[config.mk]
export PLATFORM = sky130hd
export DESIGN_NAME = vga_sync_decoder
export DESIGN_NICKNAME = d
export VERILOG_FILES = /design/src/rtl/vga_pkg.sv /design/src/rtl/sync_edge_detect.sv /design/src/rtl/vga_sync_decoder.sv
export SDC_FILE = /design/constraint.sdc
export NUM_CORES = 1
export LEC_CHECK = 0
export CAP_MARGIN = 5
export CORE_UTILIZATION = 55
export CTS_CLUSTER_DIAMETER = 50
export DETAILED_ROUTE_END_ITERATION = 10
export HOLD_SLACK_MARGIN = 0.02
export PLACE_DENSITY_LB_ADDON = 0.2
export SETUP_SLACK_MARGIN = 0.1
export SYNTH_ARGS = -nofsm -noshare
export SYNTH_HDL_FRONTEND = slang
export SYNTH_SLANG_ARGS = --single-unit
[constraint.sdc]
create_clock -name clk -period 2.7 [get_ports clk]
set_input_delay 0.405 -clock clk [delete_from_list [all_inputs] [get_ports clk]]
set_output_delay 0.405 -clock clk [all_outputs]
set_load 0.02 [all_outputs]
[src/rtl/vga_pkg.sv]
// Shared VGA timing constants and the lock state encoding used by the
// sync generator and the sync decoder.
package vga_pkg;

  localparam int CW      = 10;
  localparam int H_TOTAL = 800;
  localparam int V_TOTAL = 525;

  typedef enum logic [1:0] {
    SEARCH,
    TRACK,
    LOCKED
  } lock_state_t;

endpackage

[src/rtl/sync_edge_detect.sv]
// Pixel-strobe gated edge detector for a synchronous sync input.
// The rise and fall outputs are combinational and only fire on an enabled pixel.
module sync_edge_detect (
  input  logic clk,
  input  logic rst_n,
  input  logic en,
  input  logic sig,
  output logic rise,
  output logic fall
);

  logic q;

  // Hold the previous pixel's sync level; only advance on the pixel strobe.
  always_ff @(posedge clk) begin
    if (!rst_n) begin
      q <= 1'b0;
    end else if (en) begin
      q <= sig;
    end
  end

  assign rise = en & sig & ~q;
  assign fall = en & ~sig & q;

endmodule

[src/rtl/vga_sync_decoder.sv]
// Recovers pixel/line position from hs/vs pulses, measures line length and
// hsync width, and tracks lock against the nominal line/frame totals.
//
// state  | meaning
// SEARCH | no frame reference yet (after reset or an hsync timeout)
// TRACK  | frame reference found, counting consecutive good frames
// LOCKED | LOCK_FRAMES good frames seen, every line and frame still good
module vga_sync_decoder #(
  parameter int CW          = vga_pkg::CW,
  parameter int H_TOTAL     = vga_pkg::H_TOTAL,
  parameter int V_TOTAL     = vga_pkg::V_TOTAL,
  parameter int LOCK_FRAMES = 2
) (
  input  logic          clk,
  input  logic          rst_n,
  input  logic          pix_en,
  input  logic          hs_in,
  input  logic          vs_in,
  output logic [CW-1:0] h_count,
  output logic [CW-1:0] v_count,
  output logic [CW-1:0] line_len,
  output logic [CW-1:0] hs_width,
  output logic          new_line,
  output logic          new_frame,
  output logic          locked,
  output logic          err
);

  import vga_pkg::*;

  localparam logic [CW-1:0] CNT_MAX  = {CW{1'b1}};
  localparam logic [CW-1:0] CNT_PRE  = CNT_MAX - 1'b1;
  localparam logic [CW-1:0] H_TGT    = CW'(H_TOTAL);
  localparam logic [CW-1:0] V_TGT    = CW'(V_TOTAL);
  localparam logic [3:0]    LOCK_TGT = 4'(LOCK_FRAMES);

  logic hs_rise, hs_fall, vs_rise, vs_fall_unused;

  logic [CW-1:0] wid_cnt;
  logic          line_valid;
  logic          vs_pend;
  logic          lines_bad;

  logic [CW-1:0] h_inc, v_inc;
  logic          timeout, frame_evt, line_bad, v_bad, frame_good;

  lock_state_t state, state_next;
  logic [3:0]  good_cnt, good_next, good_inc;
  logic        err_next;

  sync_edge_detect u_hs_edge (
    .clk   (clk),
    .rst_n (rst_n),
    .en    (pix_en),
    .sig   (hs_in),
    .rise  (hs_rise),
    .fall  (hs_fall)
  );

  sync_edge_detect u_vs_edge (
    .clk   (clk),
    .rst_n (rst_n),
    .en    (pix_en),
    .sig   (vs_in),
    .rise  (vs_rise),
    .fall  (vs_fall_unused)
  );

  assign h_inc      = h_count + 1'b1;
  assign v_inc      = v_count + 1'b1;
  // Fires once, on the pixel that drives h_count into saturation.
  assign timeout    = pix_en & ~hs_rise & (h_count == CNT_PRE);
  assign frame_evt  = hs_rise & (vs_rise | vs_pend);
  assign line_bad   = hs_rise & line_valid & (h_inc != H_TGT);
  assign v_bad      = (v_inc != V_TGT);
  // The line ending on this edge belongs to the frame being closed.
  assign frame_good = ~v_bad & ~lines_bad & ~line_bad;
  assign good_inc   = good_cnt + 4'd1;

  // Position counters, line length and frame-start bookkeeping.
  always_ff @(posedge clk) begin
    if (!rst_n) begin
      h_count    <= '0;
      v_count    <= '0;
      line_len   <= '0;
      line_valid <= 1'b0;
      vs_pend    <= 1'b0;
      lines_bad  <= 1'b0;
      new_line   <= 1'b0;
      new_frame  <= 1'b0;
    end else begin
      new_line  <= hs_rise;
      new_frame <= frame_evt;
      if (pix_en) begin
        if (hs_rise) begin
          h_count <= '0;
          if (line_valid) begin
            line_len <= h_inc;
          end
          line_valid <= 1'b1;
          if (frame_evt) begin
            v_count <= '0;
          end else if (v_count != CNT_MAX) begin
            v_count <= v_inc;
          end
        end else begin
          if (h_count != CNT_MAX) begin
            h_count <= h_inc;
          end
          if (timeout) begin
            line_valid <= 1'b0;
          end
        end
        if (frame_evt) begin
          vs_pend <= 1'b0;
        end else if (vs_rise) begin
          vs_pend <= 1'b1;
        end
        if (frame_evt) begin
          lines_bad <= 1'b0;
        end else if (line_bad) begin
          lines_bad <= 1'b1;
        end
      end
    end
  end

  // Hsync pulse width: count high pixels from the rise, latch on the fall.
  always_ff @(posedge clk) begin
    if (!rst_n) begin
      wid_cnt  <= '0;
      hs_width <= '0;
    end else if (pix_en) begin
      if (hs_rise) begin
        wid_cnt <= CW'(1);
      end else if (hs_in && wid_cnt != CNT_MAX) begin
        wid_cnt <= wid_cnt + 1'b1;
      end
      if (hs_fall) begin
        hs_width <= wid_cnt;
      end
    end
  end

  // Lock state, good-frame count and registered status outputs.
  always_ff @(posedge clk) begin
    if (!rst_n) begin
      state    <= SEARCH;
      good_cnt <= '0;
      err      <= 1'b0;
      locked   <= 1'b0;
    end else begin
      state    <= state_next;
      good_cnt <= good_next;
      err      <= err_next;
      locked   <= (state_next == LOCKED);
    end
  end

  // Next-state logic. A frame that is bad only because of lines already
  // flagged does not raise a second err; it just fails to count as good.
  always_comb begin
    state_next = state;
    good_next  = good_cnt;
    err_next   = 1'b0;
    if (timeout) begin
      state_next = SEARCH;
      good_next  = '0;
      err_next   = (state != SEARCH);
    end else begin
      case (state)
        SEARCH: begin
          if (frame_evt) begin
            state_next = TRACK;
            good_next  = '0;
          end
        end
        TRACK: begin
          if (line_bad || (frame_evt && v_bad)) begin
            err_next  = 1'b1;
            good_next = '0;
          end else if (frame_evt) begin
            if (frame_good) begin
              good_next = good_inc;
              if (good_inc >= LOCK_TGT) begin
                state_next = LOCKED;
              end
            end else begin
              good_next = '0;
            end
          end
        end
        LOCKED: begin
          if (line_bad || (frame_evt && v_bad)) begin
            err_next   = 1'b1;
            good_next  = '0;
            state_next = TRACK;
          end
        end
        default: begin
          state_next = SEARCH;
          good_next  = '0;
        end
      endcase
    end
  end

endmodule

==> summary.txt <==
Global-route wire length before repair -> 13300 um
TritonRoute pass-1 iters -> 5
Portion of the post-synthesis area used by sequential elements -> 37.3%
R2R setup slack -> 250 ps
I/O Pins -> 49
Final GP Congestion -> 0.935
Setup clock skew after layout -> 9.77 ps
Final instance count without filler cells -> 549
Clock tree from TritonCTS -> done
Routed via count divided by cell count -> 5.83
PnR Total Power -> 1950 uW
Number of warning messages in the yosys log -> 0
Distinct cells, synth -> 63
Core Rows -> 28
Area taken by flip-flops and latches -> 1310 um^2
PortBufs -> 48
Critical path endpoint category -> flip-flop
Number of buffers created by CTS -> 9
CTS root buf -> clkbuf_8
Total overflow reported by the global router -> 0
Worst min-delay path category -> flip-flop to flip-flop
Number of antenna violations at the first check in global routing -> 0
DRT antenna net count -> 0
Cell count after synthesis -> 406
Max frequency -> 408 MHz
Lkg Pwr -> 0.00164 uW
Peak supply drop -> 320 uV
Most repeated cell in the gate-level netlist after synthesis -> dfxtp_1
Min-Delay Startpoint -> line_valid
Result of the run -> complete, no violations
Vias post-DR -> 3201
Number of DRC violations after detailed-routing iteration 0 -> 137
# setup viols final -> 0
Area used by multi-input combinational logic -> 2070 um^2
Fraction of synthesis flops using an asynchronous set or reset pin -> 0%
Initial standard-cell utilization of the core -> 57.9%
Synth Net Count -> 422
Hold violation total from the final report -> 0
Max Slew Vio Count -> 0
Vias in the first global route -> 2868
Fraction of post-synthesis cell area in the top cell type by area -> 37.3%
Vertical extent of the die -> 81.6 um
Number of antenna repair diodes -> 0
Ratio of cells with drive above 1 in the final layout -> 13.7%
Post-detailed-routing wire length -> 8260 um
Largest net degree at the start of global routing -> 31
PD cells -> 447 nW/um^2
H-tree level count -> 3
Number of violations of the max-capacitance limit -> 0
Area growth from synthesis to final layout -> 24.9%
Commonest register cell after synthesis -> dfxtp_1
EDFF count, synth -> 0
Sinks on the clock net -> 65
Type of the worst setup path -> flip-flop to flip-flop
Syn_area_per_cell -> 8.59 um^2
Slew @ Worst Pin -> 675 ps
RSZ-0062 raised after global routing -> false
Cell count after placement -> 531
Clock latency on the worst-skew pair -> 360 ps
Residual DRC count -> 0
Width of the chip -> 81.6 um
Full die area -> 6670 um^2
Data required time of the critical path -> 3000 ps
Final cycle utilization of the critical path -> 90.9%
Overall global routing resource usage -> 26.4%
Std-Cell Core Area -> 6030 um^2
Fin nets -> 485
Post-CTS Hold Fix Bufs -> 0
Post-layout minimum cycle time -> 2450 ps
#FFs+latches synth -> 65
Worst r2r src -> v_count[1]
Buffer depth of the longest clock path -> 2
Maximum fanout encountered on the critical timing path -> 10
Dominant cells by area after synthesis -> dfxtp_1 (37%), nor2b_1 (4.5%), ha_1 (3.9%), nand2_1 (3.4%), a21oi_1 (3.3%)
Area leader, netlist -> dfxtp_1
Clk slew on worst S/H paths -> 80 ps
Layout fillers -> 500
Critical path launch point type -> flip-flop
Relative slew slack -> 54.9%
Worst setup path startpoint -> v_count[1]
Data arrival at the endpoint of the critical path -> 2760 ps
Post-DP HPWL -> 5700 um
Top cells by instance count after synthesis -> dfxtp_1 (65), nand2_1 (32), nor2_1 (30), nor2b_1 (25), a21oi_1 (23)
Total Negative Setup Slacks -> 0 ps
Synthesized area -> 3490 um^2
Average detailed-routed wire length per instance -> 15.0 um
[cells in the final DEF, fill, tap and decap left out, drive strengths merged, types with 15 or more instances in the layout]
master	count
a21oi	24
buf	24
clkdlybuf4s50	48
dfxtp	65
nand2	32
nand3	16
nor2	30
nor2b	25
nor3	15
o21ai	25
[cell type report]
cell class / instances / share of cell area (%)
multi-input cells: 311 / 47.6
flip-flops and latches: 65 / 30.0
repair buffers: 72 / 15.2
clock buffers: 10 / 3.16
well taps: 75 / 2.15
clock inverters: 6 / 1.09
inverters: 10 / 0.862
[per-stage QoR]
| stage | instance area (um^2) | util, % | hold WS [ps] | worst slack, ps |
|---|---|---|---|---|
| floorplan | 3490 | - | 454 | 127 |
| global placement | 4120 | 68.4 | 473 | 178 |
| detailed placement | 4120 | 68.4 | 484 | 50.7 |
| CTS | 4310 | 71.6 | 499 | 101 |
| global route | 4360 | 72.3 | 518 | 103 |
| finish | 4360 | 72.3 | 509 | 247 |
[power breakdown]
part           total, uW  switching, uW  internal [uW]
registers            985           12.5            972
clock network        793            424            369
logic                169           96.0           73.4
total               1950            532           1410
[worst max-delay path, cell delays in order (launching register included)]
cell,delay (ps)
dfxtp_2,380
ha_4,190
and3_4,200
or3_1,310
a221o_1,420
a2111oi_4,410
nand4bb_4,180
nor3_2,190
a211o_1,110
[sequential cells by signal, summed over array words and instances (netlist names)]
name and cells:
h_count 10, hs_width 10, line_len 10, v_count 10, wid_cnt 10, good_cnt 4
state 2, err 1, line_valid 1, lines_bad 1, locked 1, new_frame 1
new_line 1, u_hs_edge.q 1, u_vs_edge.q 1, vs_pend 1
[repair_timing]
item	4_1_cts	5_1_grt
pin swaps	0	5
endpoints found under the setup margin	5	7
setup buffers	0	2
resized for setup	2	10
[per-layer routing]
layer	global-route usage, %	routed length, um	up-vias
li1	-	-	1577
met1	31.9	3840	1500
met2	44.0	3840	102
met3	8.89	428	22
met4	8.60	148	0
met5	0	0	-
[final timing paths]
| kind | to | cells after the start |
|---|---|---|
| setup / recovery | good_cnt[3] | 8 |
| hold / removal | line_valid | 2 |
| setup reg to reg | good_cnt[3] | 8 |
| hold reg to reg | line_valid | 2 |
[cell families (layout without fill, tap and decap cells)]
family	count (synthesis)	in the layout	synth area share, %
AOI/OAI and AO/OA	99	99	20.4
buffers and inverters	30	98	4.12
DFF	65	65	37.3
xor gates and xnor gates	13	13	3.26
adders and majority gates	11	11	3.95
muxes	11	11	3.16
and+or+nand+nor	177	177	27.8
No activity file was read; power rests on OpenSTA's default activity.
